<file path="src/rtl/cluster_finding_pkg.sv">
// Shared definitions for the cluster finding datapath: sizing helper, invalid address, limits.
// Latency: n/a (package only).
// Backpressure: n/a (package only).
package cluster_finding_pkg;

  // Largest number of results a single snapshot may yield (idx_o is 4 bits wide).
  localparam int MXOUT_MAX = 16;

  // Address reported when no result is present; wide enough for any MXKEYBITS in use.
  localparam logic [15:0] ADR_INVALID = 16'hFFFF;

  // Scanner state: waiting for a snapshot, or walking the captured mask.
  typedef enum logic {
    ST_IDLE = 1'b0,
    ST_SCAN = 1'b1
  } scan_state_t;

  // Ceiling log2, usable in constant expressions; clog2(1) = 0.
  function automatic int clog2(input int value);
    int r;
    r = 0;
    for (int p = 1; p < value; p = p * 2) begin
      r = r + 1;
    end
    return r;
  endfunction

endpackage

</file>
<file path="src/rtl/priority_tree.sv">
// Lowest-index set bit finder: returns {found, index, count} of the first valid pad.
// Latency: purely combinational, log2(pads) mux levels.
// Backpressure: none; output follows input every cycle.
module priority_tree
  import cluster_finding_pkg::*;
#(
  parameter int MXKEYS = 192,
  parameter int MXCNTB = 3
) (
  input  logic [MXKEYS-1:0]        vpfs,
  input  logic [MXKEYS*MXCNTB-1:0] cnts,
  output logic                     found,
  output logic [clog2(MXKEYS)-1:0] index,
  output logic [MXCNTB-1:0]        count
);

  localparam int IDXB = clog2(MXKEYS);
  localparam int NPAD = 1 << IDXB;

  // Inputs widened to a power of two; the extra pads are never valid.
  logic [NPAD-1:0]        vpf_pad;
  logic [NPAD*MXCNTB-1:0] cnt_pad;

  assign vpf_pad = NPAD'(vpfs);
  assign cnt_pad = (NPAD*MXCNTB)'(cnts);

  // Node storage, reused level by level: after level s, slots [0, NPAD>>s) hold that level.
  logic              node_f [NPAD];
  logic [IDXB-1:0]   node_i [NPAD];
  logic [MXCNTB-1:0] node_c [NPAD];

  // Binary reduction tree: each node keeps its left child when the left child found a bit,
  // so the lower index always wins. Slots are rewritten in ascending order, which only
  // overwrites entries the current level has already consumed.
  always_comb begin
    for (int i = 0; i < NPAD; i++) begin
      node_f[i] = vpf_pad[i];
      node_i[i] = IDXB'(i);
      node_c[i] = cnt_pad[i*MXCNTB +: MXCNTB];
    end
    for (int s = 1; s <= IDXB; s++) begin
      for (int j = 0; j < (NPAD >> s); j++) begin
        if (node_f[2*j]) begin
          node_i[j] = node_i[2*j];
          node_c[j] = node_c[2*j];
        end else begin
          node_i[j] = node_i[2*j+1];
          node_c[j] = node_c[2*j+1];
        end
        node_f[j] = node_f[2*j] | node_f[2*j+1];
      end
    end
  end

  assign found = node_f[0];
  assign index = node_i[0];
  assign count = node_c[0];

endmodule

</file>
<file path="src/rtl/priority_multi.sv">
// Snapshot scanner: captures pad flags/counts and emits up to MXOUT results in index order.
// Latency: accept at edge N, result k registered at edge N+1+k; one result per clock.
// Backpressure: ready_o low while scanning; start_i ignored until the done_o cycle.
module priority_multi
  import cluster_finding_pkg::*;
#(
  parameter int MXKEYS    = 192,
  parameter int MXKEYBITS = 8,
  parameter int MXCNTB    = 3,
  parameter int MXOUT     = 8
) (
  input  logic                     clock,
  input  logic                     reset_n,
  input  logic                     start_i,
  output logic                     ready_o,
  input  logic [2:0]               pass_i,
  input  logic [MXKEYS-1:0]        vpfs_i,
  input  logic [MXKEYS*MXCNTB-1:0] cnts_i,
  output logic                     vpf_o,
  output logic [MXKEYBITS-1:0]     adr_o,
  output logic [MXCNTB-1:0]        cnt_o,
  output logic [3:0]               idx_o,
  output logic [2:0]               pass_o,
  output logic                     done_o,
  output logic [4:0]               nfound_o,
  output logic                     overflow_o
);

  localparam int IDXB = clog2(MXKEYS);
  localparam logic [MXKEYBITS-1:0] ADR_INV = ADR_INVALID[MXKEYBITS-1:0];
  localparam logic [3:0]           K_LAST  = 4'(MXOUT - 1);

  // Reject parameter sets the datapath cannot represent.
  if ((1 << MXKEYBITS) < (MXKEYS + 1)) begin : g_bad_adr_width
    $error("priority_multi: MXKEYBITS too small for MXKEYS pads plus the invalid address");
  end
  if ((MXKEYS < 2) || (MXKEYS > 1536)) begin : g_bad_keys
    $error("priority_multi: MXKEYS out of range 2..1536");
  end
  if ((MXOUT < 1) || (MXOUT > MXOUT_MAX)) begin : g_bad_out
    $error("priority_multi: MXOUT out of range 1..16");
  end

  // Registered state
  scan_state_t              state_q, state_d;
  logic [MXKEYS-1:0]        mask_q, mask_d;
  logic [MXKEYS*MXCNTB-1:0] cnts_q, cnts_d;
  logic [2:0]               pass_q, pass_d;
  logic [3:0]               k_q, k_d;

  // Next values of the registered outputs
  logic                 vpf_d;
  logic [MXKEYBITS-1:0] adr_d;
  logic [MXCNTB-1:0]    cnt_d;
  logic [3:0]           idx_d;
  logic                 done_d;
  logic [4:0]           nfound_d;
  logic                 ovf_d;

  // Search result over the remaining mask
  logic              tree_found;
  logic [IDXB-1:0]   tree_idx;
  logic [MXCNTB-1:0] tree_cnt;
  logic [MXKEYS-1:0] pick_oh;
  logic [MXKEYS-1:0] mask_rem;
  logic              last_pick;

  priority_tree #(
    .MXKEYS (MXKEYS),
    .MXCNTB (MXCNTB)
  ) u_tree (
    .vpfs  (mask_q),
    .cnts  (cnts_q),
    .found (tree_found),
    .index (tree_idx),
    .count (tree_cnt)
  );

  // Mask after removing the bit being reported this cycle, and whether this pick ends the scan.
  always_comb begin
    pick_oh   = MXKEYS'(1) << tree_idx;
    mask_rem  = mask_q & ~pick_oh;
    last_pick = (mask_rem == '0) || (k_q == K_LAST);
  end

  assign ready_o = (state_q == ST_IDLE);

  // Next-state and output decode; strobes default low, result fields default to "no result".
  always_comb begin
    state_d  = state_q;
    mask_d   = mask_q;
    cnts_d   = cnts_q;
    pass_d   = pass_q;
    k_d      = k_q;
    vpf_d    = 1'b0;
    adr_d    = ADR_INV;
    cnt_d    = '0;
    idx_d    = '0;
    done_d   = 1'b0;
    nfound_d = nfound_o;
    ovf_d    = 1'b0;

    case (state_q)
      ST_IDLE: begin
        if (start_i) begin
          mask_d  = vpfs_i;
          cnts_d  = cnts_i;
          pass_d  = pass_i;
          k_d     = '0;
          state_d = ST_SCAN;
        end
      end

      ST_SCAN: begin
        if (tree_found) begin
          vpf_d  = 1'b1;
          adr_d  = MXKEYBITS'(tree_idx);
          cnt_d  = tree_cnt;
          idx_d  = k_q;
          k_d    = k_q + 4'd1;
          mask_d = mask_rem;
          if (last_pick) begin
            // Anything still set once the result budget is spent is dropped.
            done_d   = 1'b1;
            nfound_d = 5'(k_q) + 5'd1;
            ovf_d    = (k_q == K_LAST) && (mask_rem != '0);
            mask_d   = '0;
            k_d      = '0;
            state_d  = ST_IDLE;
          end
        end else begin
          // Only reachable for an empty snapshot: close it with no result.
          done_d   = 1'b1;
          nfound_d = 5'd0;
          k_d      = '0;
          state_d  = ST_IDLE;
        end
      end

      default: begin
        state_d = ST_IDLE;
      end
    endcase
  end

  // State, snapshot and output registers; reset aborts any scan in progress without done_o.
  always_ff @(posedge clock or negedge reset_n) begin
    if (!reset_n) begin
      state_q    <= ST_IDLE;
      mask_q     <= '0;
      cnts_q     <= '0;
      pass_q     <= '0;
      k_q        <= '0;
      vpf_o      <= 1'b0;
      adr_o      <= ADR_INV;
      cnt_o      <= '0;
      idx_o      <= '0;
      done_o     <= 1'b0;
      nfound_o   <= '0;
      overflow_o <= 1'b0;
    end else begin
      state_q    <= state_d;
      mask_q     <= mask_d;
      cnts_q     <= cnts_d;
      pass_q     <= pass_d;
      k_q        <= k_d;
      vpf_o      <= vpf_d;
      adr_o      <= adr_d;
      cnt_o      <= cnt_d;
      idx_o      <= idx_d;
      done_o     <= done_d;
      nfound_o   <= nfound_d;
      overflow_o <= ovf_d;
    end
  end

  // The captured sideband is presented alongside every result of the snapshot.
  assign pass_o = pass_q;

endmodule

</file>
<file path="config.mk">
export PLATFORM = sky130hd
export DESIGN_NAME = priority_multi
export DESIGN_NICKNAME = d
export VERILOG_FILES = /design/src/rtl/cluster_finding_pkg.sv /design/src/rtl/priority_tree.sv /design/src/rtl/priority_multi.sv
export SDC_FILE = /design/constraint.sdc
export NUM_CORES = 2
export LEC_CHECK = 0
export CORE_MARGIN = 2
export CORE_UTILIZATION = 35
export CTS_CLUSTER_SIZE = 14
export DETAILED_ROUTE_END_ITERATION = 10
export HOLD_SLACK_MARGIN = 0.08
export PLACE_DENSITY = 0.67
export SLEW_MARGIN = 20
export SYNTH_ARGS = -nofsm -noshare
export SYNTH_HDL_FRONTEND = slang
export SYNTH_SLANG_ARGS = --single-unit
</file>
<file path="constraint.sdc">
create_clock -name clock -period 4.87 [get_ports clock]
set_input_delay 0.974 -clock clock [delete_from_list [all_inputs] [get_ports clock]]
set_output_delay 0.974 -clock clock [all_outputs]
set_load 0.02 [all_outputs]
</file>
; ---- After elaboration in Yosys (flattened, before gate mapping)
; Cells that the tools add are included.
[classes]
n_addsub = 2
bitwise_logic = 194
mux = 412
n_shift = 1
eq_ne = 4
reduce_logical = 7
[op_table]
columns = operator, n
row1 = two-way mux 8 bit, 82
row2 = two-way mux 3 bit, 198
row3 = two-way mux 192 bit, 3
row4 = case mux 192 bit (2 select lines), 1
row5 = bitwise AND 192 bit, 1
row6 = logical NOT 192 bit, 1
row7 = inverter 192 bit, 1
row8 = nonzero test 192 bit, 1
row9 = "left shift 1 x 8 -> 192 bit, first input constant", 1
row10 = OR 1 bit, 191
row11 = two-way mux 1 bit, 107
row12 = two-way mux 4 bit, 7
row13 = two-way mux 2 bit, 9
row14 = two-way mux 5 bit, 3
row15 = case mux 4 bit (2 select lines), 1
row16 = AND reduction 2 bit, 3
row17 = "adder 4 x 1 -> 5 bit, second input constant", 1
row18 = "adder 4 x 1 -> 4 bit, second input constant", 1
row19 = "== test 4 x 3 -> 1 bit, second input constant", 1
row20 = "!= test 2 x 1 -> 1 bit, second input constant", 2
row21 = "!= test 2 bit, second input constant", 1
row22 = case mux 1 bit (2 select lines), 1
row23 = logical AND 1 bit, 1
row24 = logical OR 1 bit, 1
row25 = inverter 1 bit, 1
[totals]
output_inout_bits = 27
reg_bits = 799
in_bits = 774

; ---- Logic depth before layout (Yosys ltp)
[depth]
ltp_word = 16
depth_mapped = 21
mapped_depth_nobuf = 14

; ---- Cells and area by module
; From an unflattened synthesis, not the netlist that was laid out.
[hier_totals]
cells_unflattened = 4980
hier_area_um2 = 41158.2
[modules_own_cells]
columns = module, instances, area_per_inst_um2, cells_per_inst
row1 = priority_multi, 1, 33320.7, 3678
row2 = priority_tree, 1, 7837.5, 1302

; ---- Worst setup path after synthesis
; No wires, ideal clock.
[synth_timing]
kind = register to register
start = register mask_q[73]
end = register mask_q[108]
path_slack_ns = -0.034
period_less_slack_ns = 4.904
arrival_ns = 4.767
stages_incl_launch_ff = 18
path_cell_list = dfrtp_1 -> or4_1 -> nor4_1 -> nand2_1 -> or3_1 -> a221oi_4 -> and2_1 -> nand2_1 -> o21a_1 -> or4_1 -> nor4_1 -> nand4_1 -> or4_1 -> buf_2 -> nand2_2 -> buf_6 -> buf_6 -> o22ai_1
[synth_between]
elab_chain_len = 16
[synth_lines]
columns = item, line
row1 = start: declaration, priority_multi.sv:46  ; logic [MXKEYS-1:0] mask_q, mask_d;
row2 = start signal: assignment, priority_multi.sv:163  ; mask_q <= mask_d;
row3 = OR 1 bit, priority_tree.sv:50  ; node_f[j] = node_f[2*j] | node_f[2*j+1];
row4 = two-way mux 8 bit or OR 1 bit (tied branches) (6 in a row), "priority_tree.sv:43, priority_tree.sv:50"
row5 = two-way mux 8 bit, priority_tree.sv:43  ; if (node_f[2*j]) begin
row6 = left shift 1 x 8 -> 192 bit, priority_multi.sv:81  ; pick_oh = MXKEYS'(1) << tree_idx;
row7 = inverter 192 bit, priority_multi.sv:82  ; mask_rem = mask_q & ~pick_oh;
row8 = bitwise AND 192 bit, priority_multi.sv:82
row9 = logical NOT 192 bit, priority_multi.sv:83  ; last_pick = (mask_rem == '0) || (k_q == K_LAST);
row10 = logical OR 1 bit, priority_multi.sv:83
row11 = two-way mux 192 bit, priority_multi.sv:122  ; if (last_pick) begin
row12 = two-way mux 192 bit, priority_multi.sv:115  ; if (tree_found) begin
row13 = case mux 192 bit (2 select lines), priority_multi.sv:103  ; case (state_q)
; Several ways; a longest one is shown, not always the timed one. The select of a mux whose other input is x is not followed.
; A chain may end at the register's enable or synchronous reset.

; ---- Worst setup path in the final report
[layout_timing]
start = register mask_q[6]
end = register mask_q[44]
[layout_between]
elab_chain_len = 16
[layout_lines]
columns = item, line
row1 = two-way mux 1 bit or OR 1 bit (tied branches), "priority_tree.sv:43, priority_tree.sv:50"
row2 = two-way mux 8 bit or OR 1 bit (tied branches) (6 in a row), "priority_tree.sv:43, priority_tree.sv:50"
row3 = two-way mux 8 bit, priority_tree.sv:43
row4 = left shift 1 x 8 -> 192 bit, priority_multi.sv:81
row5 = inverter 192 bit, priority_multi.sv:82
row6 = bitwise AND 192 bit, priority_multi.sv:82
row7 = logical NOT 192 bit, priority_multi.sv:83
row8 = logical OR 1 bit, priority_multi.sv:83
row9 = two-way mux 192 bit, priority_multi.sv:122
row10 = two-way mux 192 bit, priority_multi.sv:115
row11 = case mux 192 bit (2 select lines), priority_multi.sv:103
; Several ways; a longest one is shown, not always the timed one. The select of a mux whose other input is x is not followed.

==> results.py <==
metrics = {
    "run_status": {
        "status": "finished, violations left",
        "failed_checks": "negative setup slack",
    },
    "place": {
        "port_buffers": 800,
        "dp_worst_setup_slack_ns": -1.24,
        "dp_hpwl_um": 159000,
        "gp_congestion": 1.07,
        "placedCellCount": 8037,
        "postPlaceCellArea_um2": 56500,
    },
    "synthesis": {
        "yosysUniqueCellTypes": 79,
        "ys_ff_latch": 799,
        "synthesis.nets": 6001,
        "avgSynthCellArea_um2": 7.85,
        "synth_edf_count": 0,
        "synth_top_cell_by_area": "dfrtp_1",
        "yosys-top-cells-count": "1889 x nand2_1, 791 x dfrtp_1, 431 x a21oi_1",
        "yosysTopAreaCellShare_pct": 48.3,
        "synthCells": 5226,
        "synth.most_common_cell": "nand2_1",
        "synthTopCellsByArea": "dfrtp_1 48%, nand2_1 17%, a21oi_1 5.3%",
        "syn_area_um2": 41000,
        "synth_top_flop_cell": "dfrtp_1",
        "ys_warn_count": 0,
        "ys_seq_area_share_pct": 48.8,
        "synthArstFlopShare_pct": 100,
    },
    "die": {
        "core-area_um2": 116000,
        "die_w_um": 346,
        "pin_count": 801,
        "die_h_um": 346,
        "num_rows": 125,
        "dieArea_um2": 120000,
        "initial_utilization_pct": 35.3,
    },
    "power": {
        "power_mw": 45.0,
        "power_density_nw_per_um2": 714,
        "ir_worst_vdd_uv": 339,
        "power.leakage_nw": 29.2,
    },
    "cells_and_area": {
        "fin_util_pct": 54.2,
        "area_delta_synth_final_pct": 53.6,
        "drive_gt1_share_pct": 21.2,
        "instances_no_fill": 8359,
        "fillers": 10867,
        "finalNetCount": 7487,
        "finalInstanceArea_um2": 63000,
    },
    "clock_network": {
        "cts_hold_buffers": 0,
        "cts_max_level": 3,
        "clock-sinks": 799,
        "ctsRootBufferMaster": "clkbuf_16",
        "cts.path.max_buffers": 3,
        "clk_pin_slew_ns": 0.06,
        "clk-insertion-delay-late_ns": 0.70,
        "numCtsBuffers": 94,
        "cts_tree": "done",
    },
    "sta": {
        "max-slew-margin-rel_pct": 33.3,
        "tns_ns": -75.60,
        "timing_hold_violations_final": 0,
        "holdWs_ns": 0.382,
        "maxSlewViolCount": 0,
        "period_needed_ns": 5.35,
        "tightest_slew_ns": 1.00,
        "setup_viol": 203,
        "period_share_pct": 110,
        "rsz0062_at_grt": "yes",
        "fmax_mhz": 187,
        "skew_ns": 0.0377,
        "layout_setup_ws_ns": -0.481,
    },
    "routing": {
        "post_drt_wl_per_cell_um": 24.9,
        "ant_nets": 0,
        "drt_pass1_iterations": 8,
        "vias": 46092,
        "drcViolationCount": 0,
        "drt-initial-drc-count": 4650,
        "totalWireLength_um": 208000,
        "vias_per_cell": 5.51,
    },
    "min_path": {
        "worstHoldPathType": "input pin to asynchronous set/reset pin",
    },
    "setup_path": {
        "cp.arrival_ns": 5.91,
        "path_max_fanout": 14,
        "crit_chain": "nor4_4, and4_4, buf_4, o21ai_1, a2111oi_2, buf_4, o32a_1, o311a_1, buf_4, nand3_4, buf_6, buf_6, o21ai_0, buf_4, nand4_1, nor4_1, nand4_1, or4_4, nand2_8, buf_8, buf_12, buf_16, o22ai_2",
        "cpPeakStageDelay_ns": 0.62,
        "cp_slowest_cell": "or4_4",
        "crit_type": "register to register",
        "crit_required_ns": 5.43,
        "crit_path_frequent_cell": "buf_4",
        "critPathCaptureType": "register",
        "crit_path_start_kind": "register",
    },
    "grt": {
        "overflow": 0,
        "grt_pass1_vias": 45035,
        "antenna_found_initial": 96,
        "grt_usage_pct": 33.4,
        "grt_first_pass_wirelength_um": 297000,
        "grt_max_degree": 133,
    },
    "run": {
        "max-cap-violations": 0,
    },
}
-- state kept, by name, indices dropped and copies added (netlist names) --
| register | flops |
|---|---|
| cnt_o | 3 |
| k_q | 4 |
| done_o | 1 |
| overflow_o | 1 |
| pass_o | 3 |
| cnts_q | 576 |
| state_q | 1 |
| adr_o | 8 |
| idx_o | 4 |
| vpf_o | 1 |
| mask_q | 192 |
| nfound_o | 5 |
-- kinds of logic (layout without fill, tap and decap cells) --
| group | Yosys count | count (layout) | share of synthesized area, % |
|---|---|---|---|
| muxes | 106 | 106 | 2.59 |
| and+or+nand+nor | 2646 | 2648 | 26.9 |
| xor gates and xnor gates | 1 | 1 | 0.0214 |
| adders and majority gates | 2 | 2 | 0.0549 |
| other | 0 | 51 | 0 |
| buffers and inverters | 461 | 2017 | 4.47 |
| DFF | 799 | 799 | 48.8 |
| AOI/OAI and AO/OA | 1211 | 1211 | 17.1 |
-- critical path: cells and delay by family, from the launching register on --
kind	cells	cell delay [ns]
flip-flops	1	0.41
AO/OA/AOI/OAI	6	1.26
AND/OR/NAND/NOR	8	2.13
buffers and inverters	9	1.36
-- what timing repair did --
| item | in CTS | in global routing |
|---|---|---|
| pin swaps | 23 | 69 |
| endpoints found under the hold margin | 0 | 0 |
| endpoints found under the setup margin | 203 | 203 |
| cloned | 18 | 10 |
| resized for setup | 219 | 298 |
| setup buffers | 47 | 40 |
-- area by class of cell --
class                      count  area (um^2)  share of cell area (%)
clock buffer                 132         2730                    4.33
inverter                      73          274                   0.435
multi-input combinational   3968        20900                    33.2
clock inverter                36          574                   0.912
timing repair buffer        1776        16400                    26.1
sequential                   799        20000                    31.8
antenna                       51          128                   0.203
tap                         1524         1910                    3.03
-- power by group --
part	internal (mW)	switching (mW)
Combinational	10.8	14.7
Clock	4.64	3.01
Sequential	9.86	2.01
-- layout by cell type (no fill, tap or decap), types with 19 or more instances in the layout --
| master | synthesis | layout |
|---|---|---|
| nor2_1 | 356 | 349 |
| nor4_2 | 12 | 21 |
| nand3_1 | 91 | 81 |
| mux2i_1 | 104 | 104 |
| clkdlybuf4s50_1 | 0 | 799 |
| inv_1 | 71 | 71 |
| buf_4 | 0 | 877 |
| a22oi_1 | 24 | 24 |
| a211oi_1 | 51 | 49 |
| o22ai_2 | 0 | 28 |
| clkbuf_8 | 0 | 19 |
| nor2b_1 | 21 | 20 |
| a21oi_1 | 431 | 408 |
| diode_2 | 0 | 51 |
| buf_6 | 11 | 27 |
| a21oi_2 | 0 | 22 |
| nor4_4 | 7 | 25 |
| o21ai_1 | 15 | 55 |
| and3_1 | 43 | 43 |
| o21ai_2 | 0 | 78 |
| o22ai_1 | 79 | 46 |
| o211ai_1 | 26 | 26 |
| o21a_1 | 30 | 28 |
| clkbuf_16 | 0 | 105 |
| nor3_1 | 45 | 41 |
| nand2_1 | 1889 | 1879 |
| nor4_1 | 46 | 19 |
| dfrtp_1 | 791 | 784 |
| o21ai_0 | 409 | 287 |
| buf_12 | 0 | 44 |
| o31ai_1 | 30 | 19 |
| nand4_1 | 47 | 47 |
-- metal layers --
layer  vias to the layer above  wire [um]  track usage [%]
met2                      2417      96400             53.7
met5                         -        475                0
met1                     22231      79100             41.2
met4                        72      10100             15.5
met3                       591      22400             9.77
li1                      20781          -                -
-- final timing paths --
kind / to / slack (ns) / cells after the start / start
worst max-delay path: mask_q[44]$_DFFE_PN0P_ / -0.48 / 23 / mask_q[6]$_DFFE_PN0P_
worst min register to register: cnts_q[38]$_DFFE_PN0P_ / 0.47 / 2 / cnts_q[38]$_DFFE_PN0P_
max in group asynchronous: mask_q[99]$_DFFE_PN0P_ / 3.26 / 2 / reset_n
worst min-delay path: pass_o[1]$_DFFE_PN0P_ / 0.38 / 1 / reset_n
min in group clock: cnts_q[38]$_DFFE_PN0P_ / 0.47 / 2 / cnts_q[38]$_DFFE_PN0P_
worst max register to register: mask_q[44]$_DFFE_PN0P_ / -0.48 / 23 / mask_q[6]$_DFFE_PN0P_
(Power assumes the default switching activity.)
